===== src/rtl/matmul_pkg.sv =====
// Shared definitions for the matmul register bank: region offsets,
// CTRL bit positions, FSM state encoding and the address decoder.
package matmul_pkg;

    localparam logic [4:0] CTRL_ADDR  = 5'h00;
    localparam logic [4:0] A_ADDR     = 5'h04;
    localparam logic [4:0] B_ADDR     = 5'h08;
    localparam logic [4:0] FLAGS_ADDR = 5'h0C;
    localparam logic [4:0] SP_ADDR    = 5'h10;

    localparam int START_BIT = 0;
    localparam int DONE_BIT  = 1;

    typedef enum logic [1:0] {
        ST_IDLE = 2'd0,
        ST_RUN  = 2'd1,
        ST_DONE = 2'd2
    } state_e;

    typedef enum logic [2:0] {
        REG_NONE,
        REG_CTRL,
        REG_A,
        REG_B,
        REG_FLAGS,
        REG_SP
    } region_e;

    // Offsets between the named registers that are not SP decode to
    // REG_NONE: they read as zero and swallow writes.
    function automatic region_e decode_region(input logic [4:0] off);
        region_e r;
        r = REG_NONE;
        unique case (1'b1)
            (off >= SP_ADDR):     r = REG_SP;
            (off == CTRL_ADDR):   r = REG_CTRL;
            (off == A_ADDR):      r = REG_A;
            (off == B_ADDR):      r = REG_B;
            (off == FLAGS_ADDR):  r = REG_FLAGS;
            default:              r = REG_NONE;
        endcase
        return r;
    endfunction

endpackage


===== src/rtl/matmul_reg_bank_if.sv =====
// Host-side bus between the APB slave and the register bank.
// master: the APB slave; slave: matmul_reg_bank.
interface matmul_reg_bank_if #(
    parameter int ADDR_WIDTH = 32,
    parameter int BUS_WIDTH  = 64,
    parameter int MAX_DIM    = 2
);
    logic [ADDR_WIDTH-1:0] address;
    logic [BUS_WIDTH-1:0]  wr_data;
    logic [MAX_DIM-1:0]    strobe;
    logic [BUS_WIDTH-1:0]  rd_data;
    logic                  start_bit;

    modport master (
        output address,
        output wr_data,
        output strobe,
        input  rd_data,
        input  start_bit
    );

    modport slave (
        input  address,
        input  wr_data,
        input  strobe,
        output rd_data,
        output start_bit
    );
endinterface


===== src/rtl/matmul_buffer.sv =====
// DEPTH x BUS_WIDTH word buffer with per-element strobed writes and
// N_RD combinational read ports. Ports: clk_i, rst_ni, wr_idx,
// wr_data, wr_strb (one bit per element), rd_idx[N_RD], rd_data[N_RD].
module matmul_buffer #(
    parameter int DATA_WIDTH = 32,
    parameter int BUS_WIDTH  = 64,
    parameter int DEPTH      = 4,
    parameter int N_RD       = 1,
    localparam int MAX_DIM   = BUS_WIDTH / DATA_WIDTH,
    localparam int IDX_W     = $clog2(DEPTH)
) (
    input  logic                            clk_i,
    input  logic                            rst_ni,
    input  logic [IDX_W-1:0]                wr_idx,
    input  logic [BUS_WIDTH-1:0]            wr_data,
    input  logic [MAX_DIM-1:0]              wr_strb,
    input  logic [N_RD-1:0][IDX_W-1:0]      rd_idx,
    output logic [N_RD-1:0][BUS_WIDTH-1:0]  rd_data
);

    logic [BUS_WIDTH-1:0] mem [DEPTH];

    always_ff @(posedge clk_i or negedge rst_ni) begin
        if (!rst_ni) begin
            for (int i = 0; i < DEPTH; i++) begin
                mem[i] <= '0;
            end
        end else begin
            for (int n = 0; n < MAX_DIM; n++) begin
                if (wr_strb[n]) begin
                    mem[wr_idx][n*DATA_WIDTH +: DATA_WIDTH]
                        <= wr_data[n*DATA_WIDTH +: DATA_WIDTH];
                end
            end
        end
    end

    for (genvar p = 0; p < N_RD; p++) begin : g_rd
        assign rd_data[p] = mem[rd_idx[p]];
    end

endmodule


===== src/rtl/matmul_reg_bank.sv =====
// Register/operand bank for the matmul accelerator: A/B operand and SP
// result buffers, CTRL/FLAGS and the start/run/done engine handshake.
// Ports: clk_i, rst_ni, bus (host slave modport), eng_* engine side.
module matmul_reg_bank
    import matmul_pkg::*;
#(
    parameter int DATA_WIDTH = 32,
    parameter int BUS_WIDTH  = 64,
    parameter int ADDR_WIDTH = 32,
    parameter int DEPTH      = 4,
    localparam int MAX_DIM   = BUS_WIDTH / DATA_WIDTH,
    localparam int IDX_W     = $clog2(DEPTH)
) (
    input  logic                  clk_i,
    input  logic                  rst_ni,
    matmul_reg_bank_if.slave      bus,
    output logic                  eng_start_o,
    input  logic [IDX_W-1:0]      eng_rd_idx_i,
    output logic [BUS_WIDTH-1:0]  eng_a_o,
    output logic [BUS_WIDTH-1:0]  eng_b_o,
    input  logic                  eng_wr_en_i,
    input  logic [IDX_W-1:0]      eng_wr_idx_i,
    input  logic [BUS_WIDTH-1:0]  eng_wr_data_i,
    input  logic [DATA_WIDTH-1:0] eng_flags_i,
    input  logic                  eng_done_i
);

    region_e              region;
    logic [IDX_W-1:0]     host_idx;
    logic                 host_wr;
    logic                 start_wr;
    logic [MAX_DIM-1:0]   a_strb;
    logic [MAX_DIM-1:0]   b_strb;
    logic [MAX_DIM-1:0]   sp_strb;

    logic [1:0][BUS_WIDTH-1:0] a_rd;
    logic [1:0][BUS_WIDTH-1:0] b_rd;
    logic [0:0][BUS_WIDTH-1:0] sp_rd;

    state_e               state;
    logic                 start_bit;
    logic                 eng_start;
    logic                 done;
    logic [DATA_WIDTH-1:0] flags;

    logic unused_addr;
    assign unused_addr = ^bus.address[ADDR_WIDTH-1:5+IDX_W];

    assign region   = decode_region(bus.address[4:0]);
    assign host_idx = bus.address[5 +: IDX_W];
    assign host_wr  = |bus.strobe;

    assign a_strb  = (region == REG_A) ? bus.strobe : '0;
    assign b_strb  = (region == REG_B) ? bus.strobe : '0;
    assign sp_strb = {MAX_DIM{eng_wr_en_i}};

    // Only element 0 carries CTRL; writing 0 never stops the engine.
    assign start_wr = host_wr && (region == REG_CTRL)
                   && bus.strobe[0] && bus.wr_data[START_BIT];

    matmul_buffer #(
        .DATA_WIDTH (DATA_WIDTH),
        .BUS_WIDTH  (BUS_WIDTH),
        .DEPTH      (DEPTH),
        .N_RD       (2)
    ) u_buf_a (
        .clk_i   (clk_i),
        .rst_ni  (rst_ni),
        .wr_idx  (host_idx),
        .wr_data (bus.wr_data),
        .wr_strb (a_strb),
        .rd_idx  ({eng_rd_idx_i, host_idx}),
        .rd_data (a_rd)
    );

    matmul_buffer #(
        .DATA_WIDTH (DATA_WIDTH),
        .BUS_WIDTH  (BUS_WIDTH),
        .DEPTH      (DEPTH),
        .N_RD       (2)
    ) u_buf_b (
        .clk_i   (clk_i),
        .rst_ni  (rst_ni),
        .wr_idx  (host_idx),
        .wr_data (bus.wr_data),
        .wr_strb (b_strb),
        .rd_idx  ({eng_rd_idx_i, host_idx}),
        .rd_data (b_rd)
    );

    // SP is written only by the engine; the host path is read-only.
    matmul_buffer #(
        .DATA_WIDTH (DATA_WIDTH),
        .BUS_WIDTH  (BUS_WIDTH),
        .DEPTH      (DEPTH),
        .N_RD       (1)
    ) u_buf_sp (
        .clk_i   (clk_i),
        .rst_ni  (rst_ni),
        .wr_idx  (eng_wr_idx_i),
        .wr_data (eng_wr_data_i),
        .wr_strb (sp_strb),
        .rd_idx  (host_idx),
        .rd_data (sp_rd)
    );

    always_ff @(posedge clk_i or negedge rst_ni) begin
        if (!rst_ni) begin
            state     <= ST_IDLE;
            start_bit <= 1'b0;
            eng_start <= 1'b0;
            done      <= 1'b0;
            flags     <= '0;
        end else begin
            eng_start <= 1'b0;
            unique case (state)
                ST_IDLE, ST_DONE: begin
                    if (start_wr) begin
                        state     <= ST_RUN;
                        start_bit <= 1'b1;
                        eng_start <= 1'b1;
                        done      <= 1'b0;
                    end
                end
                ST_RUN: begin
                    if (eng_done_i) begin
                        state     <= ST_DONE;
                        start_bit <= 1'b0;
                        done      <= 1'b1;
                        flags     <= eng_flags_i;
                    end
                end
                default: state <= ST_IDLE;
            endcase
        end
    end

    always_comb begin
        bus.rd_data = '0;
        unique case (region)
            REG_CTRL: begin
                bus.rd_data[START_BIT] = start_bit;
                bus.rd_data[DONE_BIT]  = done;
            end
            REG_A:     bus.rd_data = a_rd[0];
            REG_B:     bus.rd_data = b_rd[0];
            REG_FLAGS: bus.rd_data[DATA_WIDTH-1:0] = flags;
            REG_SP:    bus.rd_data = sp_rd[0];
            default:   bus.rd_data = '0;
        endcase
    end

    assign bus.start_bit = start_bit;
    assign eng_start_o   = eng_start;
    assign eng_a_o       = a_rd[1];
    assign eng_b_o       = b_rd[1];

endmodule

===== src/flat_wrapper.sv =====
// flat-port wrapper written by rule: the top's interface ports become plain ports
module matmul_reg_bank_flat import matmul_pkg::*;
#(
    parameter int DATA_WIDTH = 32,
    parameter int BUS_WIDTH  = 64,
    parameter int ADDR_WIDTH = 32,
    parameter int DEPTH      = 4,
    localparam int MAX_DIM   = BUS_WIDTH / DATA_WIDTH,
    localparam int IDX_W     = $clog2(DEPTH)
)
  (clk_i, rst_ni, eng_start_o, eng_rd_idx_i, eng_a_o, eng_b_o, eng_wr_en_i, eng_wr_idx_i, eng_wr_data_i, eng_flags_i, eng_done_i, bus_address, bus_wr_data, bus_strobe, bus_rd_data, bus_start_bit);
  matmul_reg_bank_if #(.ADDR_WIDTH(ADDR_WIDTH), .BUS_WIDTH(BUS_WIDTH)) bus_i ();
  input  logic clk_i;
  input  logic rst_ni;
  output logic eng_start_o;
  input  logic [IDX_W-1:0] eng_rd_idx_i;
  output logic [BUS_WIDTH-1:0] eng_a_o;
  output logic [BUS_WIDTH-1:0] eng_b_o;
  input  logic eng_wr_en_i;
  input  logic [IDX_W-1:0] eng_wr_idx_i;
  input  logic [BUS_WIDTH-1:0] eng_wr_data_i;
  input  logic [DATA_WIDTH-1:0] eng_flags_i;
  input  logic eng_done_i;
  input wire logic [$bits(bus_i.address)-1:0] bus_address;
  input wire logic [$bits(bus_i.wr_data)-1:0] bus_wr_data;
  input wire logic [$bits(bus_i.strobe)-1:0] bus_strobe;
  output wire logic [$bits(bus_i.rd_data)-1:0] bus_rd_data;
  output wire logic [$bits(bus_i.start_bit)-1:0] bus_start_bit;
  assign bus_i.address = bus_address;
  assign bus_i.wr_data = bus_wr_data;
  assign bus_i.strobe = bus_strobe;
  assign bus_rd_data = bus_i.rd_data;
  assign bus_start_bit = bus_i.start_bit;
  matmul_reg_bank #(.DATA_WIDTH(DATA_WIDTH), .BUS_WIDTH(BUS_WIDTH), .ADDR_WIDTH(ADDR_WIDTH), .DEPTH(DEPTH)) u_core (.clk_i(clk_i), .rst_ni(rst_ni), .bus(bus_i), .eng_start_o(eng_start_o), .eng_rd_idx_i(eng_rd_idx_i), .eng_a_o(eng_a_o), .eng_b_o(eng_b_o), .eng_wr_en_i(eng_wr_en_i), .eng_wr_idx_i(eng_wr_idx_i), .eng_wr_data_i(eng_wr_data_i), .eng_flags_i(eng_flags_i), .eng_done_i(eng_done_i));
endmodule

===== config.mk =====
export PLATFORM = sky130hd
export DESIGN_NAME = matmul_reg_bank_flat
export DESIGN_NICKNAME = d
export VERILOG_FILES = /design/src/rtl/matmul_pkg.sv /design/src/rtl/matmul_reg_bank_if.sv /design/src/rtl/matmul_buffer.sv /design/src/rtl/matmul_reg_bank.sv /design/src/flat_wrapper.sv
export SDC_FILE = /design/constraint.sdc
export NUM_CORES = 1
export LEC_CHECK = 0
export CAP_MARGIN = 30
export CORE_UTILIZATION = 58
export CTS_CLUSTER_DIAMETER = 150
export DETAILED_ROUTE_END_ITERATION = 6
export PLACE_DENSITY = 0.91
export SKIP_LAST_GASP = 1
export SLEW_MARGIN = 10
export SYNTH_ARGS = -nofsm -noshare
export SYNTH_HDL_FRONTEND = slang
export SYNTH_HIERARCHICAL = 1
export SYNTH_SLANG_ARGS = --single-unit

===== constraint.sdc =====
create_clock -name clk_i -period 2.65 [get_ports clk_i]
set_clock_uncertainty 0.2 [all_clocks]
set_input_delay 0.265 -clock clk_i [delete_from_list [all_inputs] [get_ports clk_i]]
set_output_delay 0.265 -clock clk_i [all_outputs]
set_load 0.005 [all_outputs]

# ---- Yosys cells after proc, flatten, opt, wreduce, memory -nomap -nowiden
# Cells that the tools add are included.
dict set report op_classes {
  eq_ne 12
  mux 52
  bitwise_logic 3
  magnitude_cmp 6
  reduce_logical 13
}
# cell count
set op_table {}
lappend op_table {{$bwmux W256} 6}
lappend op_table {{$mux W256} 6}
lappend op_table {{$mux W64} 12}
lappend op_table {{$bmux W64 S2} 5}
lappend op_table {{$demux W64 S2} 4}
lappend op_table {{$pmux W30 S4} 1}
lappend op_table {{$pmux W32 S3} 1}
lappend op_table {{$mux W32} 2}
lappend op_table {{$pmux W3 S5} 1}
lappend op_table {{$eq A5 B4 Y1 const B} 2}
lappend op_table {{$pmux W2 S5} 1}
lappend op_table {{$ge A3 B3 Y1 const B} 3}
lappend op_table {{$not A2 Y3} 3}
lappend op_table {{$mux W2} 4}
lappend op_table {{$eq A3 B2 Y1 const B} 2}
lappend op_table {{$eq A3 B3 Y1 const B} 2}
lappend op_table {{$lt A3 B1 Y1 const B} 2}
lappend op_table {{$mux W1} 6}
lappend op_table {{$eq A5 B3 Y1 const B} 1}
lappend op_table {{$ge A5 B5 Y1 const B} 1}
lappend op_table {{$logic_and A1 B1 Y1} 5}
lappend op_table {{$logic_not A5 Y1} 1}
lappend op_table {{$pmux W1 S2} 2}
lappend op_table {{$pmux W2 S2} 1}
lappend op_table {{10 further kinds} 12}
dict set report totals {
  register_bits 805
  output_inout_bits 194
  in_bits 202
}

# ---- Depth between registers and ports, before layout
# Gate-level depths: netlist (run 1).
dict set report depth {
  depth_word 9
  mapped_depth 7
  mapped_depth_nobuf 4
}

# ---- Modules after synthesis
# Netlist (run 1), hierarchy kept.
# mod cells_each n_inst area_each_um2
set by_module_without_submodules {}
lappend by_module_without_submodules {{matmul_buffer at u_core.u_buf_a ...} 702 2 12652.1}
lappend by_module_without_submodules {{matmul_buffer at u_core.u_buf_sp} 624 1 11088.1}
lappend by_module_without_submodules {matmul_reg_bank 306 1 2911.5}

# ---- Least setup slack after synthesis (run 1)
# No wires, ideal clock.
dict set report synth_path {
  path_kind {in2reg}
  from {in bus_address[4]}
  to {reg u_core/u_buf_b/mem[194] (netlist name)}
  n_path_buf 3
  arrival_time_ns 1.885
  stages 7
  slack_ns 0.440
  path_cell_list {nor2_1 -> buf_4 -> buf_2 -> and3_1 -> nor3b_4 -> buf_4 -> mux2_2}
}
dict set report synth_via {
  elab_chain_cells 7
  word_cells_on_any_way 11
  cone_classes {order compare: 1; eq/ne: 4; mux: 5; reduce/logical: 1}
}
# element line_no
set synth_lines {}
lappend synth_lines {{start, declared} flat_wrapper.sv:24} ;# input wire logic [$bits(bus_i.address)-1:0] bus_address;
lappend synth_lines {{$ge A5 B5 Y1 (tied with other cells)} matmul_pkg.sv:35} ;# (off >= SP_ADDR): r = REG_SP;
lappend synth_lines {{$pmux W3 S5 *} matmul_pkg.sv:34} ;# unique case (1'b1)
lappend synth_lines {{$eq A3 B2 Y1 *} matmul_reg_bank.sv:54} ;# assign b_strb = (region == REG_B) ? bus.strobe : '0;
lappend synth_lines {{$mux W2 *} matmul_reg_bank.sv:54}
lappend synth_lines {{named net u_core.b_strb[0]} matmul_reg_bank.sv:33} ;# logic [MAX_DIM-1:0] b_strb;
lappend synth_lines {{$mux W256 *} matmul_buffer.sv:30} ;# if (wr_strb[n]) begin
lappend synth_lines {{$bwmux W256} matmul_buffer.sv:31} ;# mem[wr_idx][n*DATA_WIDTH +: DATA_WIDTH]
lappend synth_lines {{$mux W256 *} matmul_buffer.sv:30}
lappend synth_lines {{end signal, assigned by index} matmul_buffer.sv:26} ;# mem[i] <= '0;
lappend synth_lines {{end, declared} matmul_buffer.sv:21} ;# logic [BUS_WIDTH-1:0] mem [DEPTH];
# Mark *: on every way through the listed nets, which the timed path passes. The rest lies on a longest branch.
# A chain may end at the register's enable or synchronous reset.

==> run_results.csv, run 1 <==
group,metric,value,unit
synth,avgSynthCellArea,16.8,um2
setup_path,crit_fanout,3,
timing,rsz0062_at_grt,"true",
min_path,worstHoldStart,"eng_flags_i[16]",
global_routing,grt_usage,34.0,%
timing,max_freq,342,MHz
clock_tree,cts_tree,"done",
synth,synthTopCellsByArea,"dfrtp_1, mux2_2, mux4_2, a221o_1, buf_6",
setup_path,reg2reg_to,"u_core/flags[30]",
synth,synth_top_area_cell,"dfrtp_1",
setup_path,required,2180,ps
clock_tree,numCtsBuffers,86,
final_layout,seqCellArea,0.0201,mm2
outcome,violations,"negative setup slack",
setup_path,critPathTopFamily,"multiplexers",
die,start_util,58.5,%
placement,gp_congestion,0.882,
synth,synth_nets,2536,
setup_path,r2r_setup_slack,990,ps
timing,fin_crit,2930,ps
die,core-area,0.0672,mm2
timing,slew_violations,0,
final_layout,num-nets-final,3064,
timing,hold_viol,0,
placement,dp_cells,3550,
die,die_w,262,um
synth,yosysSeqAreaShare,51.3,%
setup_path,cp_slowest_stage_delay,510,ps
synth,synthCells,2334,
clock_tree,cts_sinks,805,
clock_tree,path_clk_slew,60,ps
setup_path,path_buf_inv,1,
min_path,hp-class,"in2reg",
synth,synth_cell_types,32,
route,wirelength,115000,um
die,ios,396,
global_routing,antenna_found_initial,18,
final_layout,area_growth_syn_to_layout,24.1,%
final_layout,final_cell_count_no_fill,3811,
setup_path,end_kind,"primary output",
synth,ys_warn_count,6,
global_routing,met3_usage,8.61,%
timing,fin_crit_sh,110,%
global_routing,grt_pass1_wl,176000,um
min_path,whs_path_depth,2,
synth,ys_seq_elements,805,
route,ant_nets,0,
final_layout,drive_gt1_share,55.2,%
global_routing,met1_usage,41.1,%
global_routing,grt_max_degree,95,
clock_tree,htree_levels,3,
min_path,hold_end,"u_core/flags[16]",
timing,tns,-735,ps
setup_path,reg2reg_from,"u_core/state[0]",
setup_path,critical_path.slowest_cell,"mux4_2",
timing,setup_viol,14,
outcome,status,"complete, but fails checks",
route,vias,25668,
clock_tree,cts.path.max_buffers,3,
final_layout,multi_input_area,0.0181,mm2
power_and_ir_drop,powerDensity,663,mW/mm2
final_layout,fillers,3739,
placement,place_hpwl,73200,um
placement,io_buffers,370,
global_routing,grt_overflow_total,0,
global_routing,grt_busiest_layer,"met2",
global_routing,grt_use_met2,55.8,%
route,drcViolationCount,0,
setup_path,reg2reg_depth,3,
route,drt_iter0_drc,2349,
power_and_ir_drop,leakagePower,0.0223,uW
flow_run,cap_violations,0,
synth,yosysTopAreaCellShare,51.3,%
route,avgViaCountPerCell,6.74,
route,wl_per_cell,30.1,um
timing,maxSlewHeadroom,54.8,%
setup_path,startpoint_type,"flip-flop",
clock_tree,clock_latency,620,ps
die,rows,95,
route,first_pass_iters,6,
power_and_ir_drop,ir_drop,0.671,mV
synth,syn-cell-area,0.0393,mm2
timing,layout_setup_ws,-276,ps
setup_path,crit_type,"reg2out",
global_routing,first_global_vias,28304,
die,dieArea,0.0688,mm2
die,die_h,262,um
clock_tree,clockRootBuffer,"clkbuf_16",
setup_path,crit_path_cell_trace,"mux4_2, mux2_4, a32o_1, a221o_1, buf_2",
setup_path,crit_arrival,2460,ps
timing,max_slew.worst_pin.slew,679,ps
==> layer usage <==
| layer | vias to the layer above | wire length, um |
|---|---|---|
| met5 | - | 62 |
| met4 | 10 | 7050 |
| met3 | 401 | 9960 |
| met2 | 1424 | 57100 |
| met1 | 13603 | 40600 |
| li1 | 10230 | - |
==> report_power, final <==
group / internal (uW) / switching (uW)
logic: 3280 / 2310
registers: 13700 / 898
clock network: 7080 / 5040
total: 24100 / 8260
==> placed cells by master, fill, tap and decap left out, types with 12 or more instances in the layout <==
master	Yosys	final
a221o_1	48	48
a32o_2	0	14
and3_1	39	24
and3_4	0	15
buf_12	0	78
buf_2	45	32
buf_4	52	165
clkbuf_1	12	21
clkbuf_16	0	87
clkbuf_2	6	14
clkbuf_8	0	16
clkdlybuf4s50_1	0	286
clkinv_2	0	14
dfrtp_1	805	805
dlygate4sd2_1	0	16
mux2_1	12	12
mux2_2	789	788
mux4_2	320	320
nand3_1	52	46
nand4_1	15	15
==> worst register-to-register path, delay by kind of cell (launching register included) <==
kind	cells	cell delay [ps]
flip-flops	1	410
buffers and inverters	1	360
AND/OR/NAND/NOR	1	180
multiplexers	1	410
==> kinds of logic (layout without fill, tap and decap cells) <==
kind of cell / after synthesis / after routing / share of synthesized area (%)
muxes: 1121 / 1121 / 41.3
DFF: 805 / 805 / 51.3
buffers and inverters: 187 / 780 / 3.21
and+or+nand+nor: 152 / 152 / 2.54
AOI/OAI and AO/OA: 69 / 69 / 1.72
other: 0 / 11 / 0
==> sequential cells by signal (all words and copies together), names as in the netlist <==
| signal | count |
|---|---|
| u_core/u_buf_sp/mem | 256 |
| u_core/eng_start_o | 1 |
| u_core/u_buf_a/mem | 256 |
| u_core/bus.start_bit | 1 |
| u_core/state | 2 |
| u_core/u_buf_b/mem | 256 |
| u_core/flags | 32 |
| u_core/done | 1 |
==> cell usage after synthesis <==
| library cell | instances |
|---|---|
| nand4_1 | 15 |
| buf_4 | 52 |
| dfrtp_1 | 805 |
| nand3_1 | 52 |
| nor2_1 | 3 |
| and3_1 | 39 |
| a221o_1 | 48 |
| a32o_1 | 16 |
| a32oi_1 | 1 |
| and4b_1 | 1 |
| buf_1 | 31 |
| mux2_2 | 789 |
| buf_2 | 45 |
| and2_4 | 1 |
| nand2_1 | 15 |
| nor3_2 | 1 |
| nor3b_4 | 7 |
| a21o_1 | 2 |
| mux2_1 | 12 |
| clkbuf_2 | 6 |
| nand2b_1 | 1 |
| nand3b_1 | 3 |
| inv_1 | 1 |
| clkbuf_1 | 12 |
| nor2b_1 | 1 |
| a21oi_1 | 1 |
| nand4bb_1 | 1 |
| buf_6 | 40 |
| mux4_2 | 320 |
| o21ai_0 | 1 |
| nand3b_2 | 10 |
| and2_1 | 2 |
==> what timing repair did <==
item                                    4_1_cts  5_1_grt
hold buffers                                  3        0
cloned                                        1        0
resized for setup                           225       40
buffers inserted                             82       11
endpoints found under the setup margin       64       53
pin swaps                                    28       15
hold endpoints to repair                    466        0
==> cell type report <==
cell class / count / share of cell area, %
clock inverter: 30 / 0.767
timing repair buffer: 626 / 13.4
sequential: 805 / 41.3
tap: 873 / 2.24
clock buffer: 123 / 5.05
inverter: 1 / 0.00770
antenna: 11 / 0.0564
multi-input combinational: 1342 / 37.2
==> how the worst max path moves through the flow <==
stage / start / to / slack, ps / cells past startpoint
floorplan: bus_address[4] / u_core/u_buf_b/mem[194] / 440 / 7
global placement: bus_address[3] / bus_rd_data[43] / -270 / 8
detailed placement: bus_address[3] / bus_rd_data[43] / -280 / 8
CTS: u_core/u_buf_b/mem[0] / bus_rd_data[0] / -290 / 5
global route: u_core/u_buf_b/mem[0] / bus_rd_data[0] / -310 / 5
finish: u_core/u_buf_b/mem[0] / bus_rd_data[0] / -280 / 5
==> per-stage QoR <==
stage | setup slack [ps] | cell area, um2 | total power, uW | util, % | hold WS (ps)
finish | -276 | 48800 | 32300 | 72.6 | 42.1
global route | -312 | 48800 | 33400 | 72.6 | 30.0
detailed placement | -280 | 45100 | 20100 | 67.2 | 81.7
global placement | -272 | 45100 | 19700 | 67.2 | 85.8
CTS | -287 | 48700 | 32400 | 72.5 | 15.1
floorplan | 440 | 39300 | 17500 | - | -231
(Power assumes the default switching activity.)
==> run 2: changes to the inputs <==
Settings changed: GPL_ROUTABILITY_DRIVEN from default to 0.
==> results of run 2 <==
Final layout, timing and power as in run 1 (identical DEF).
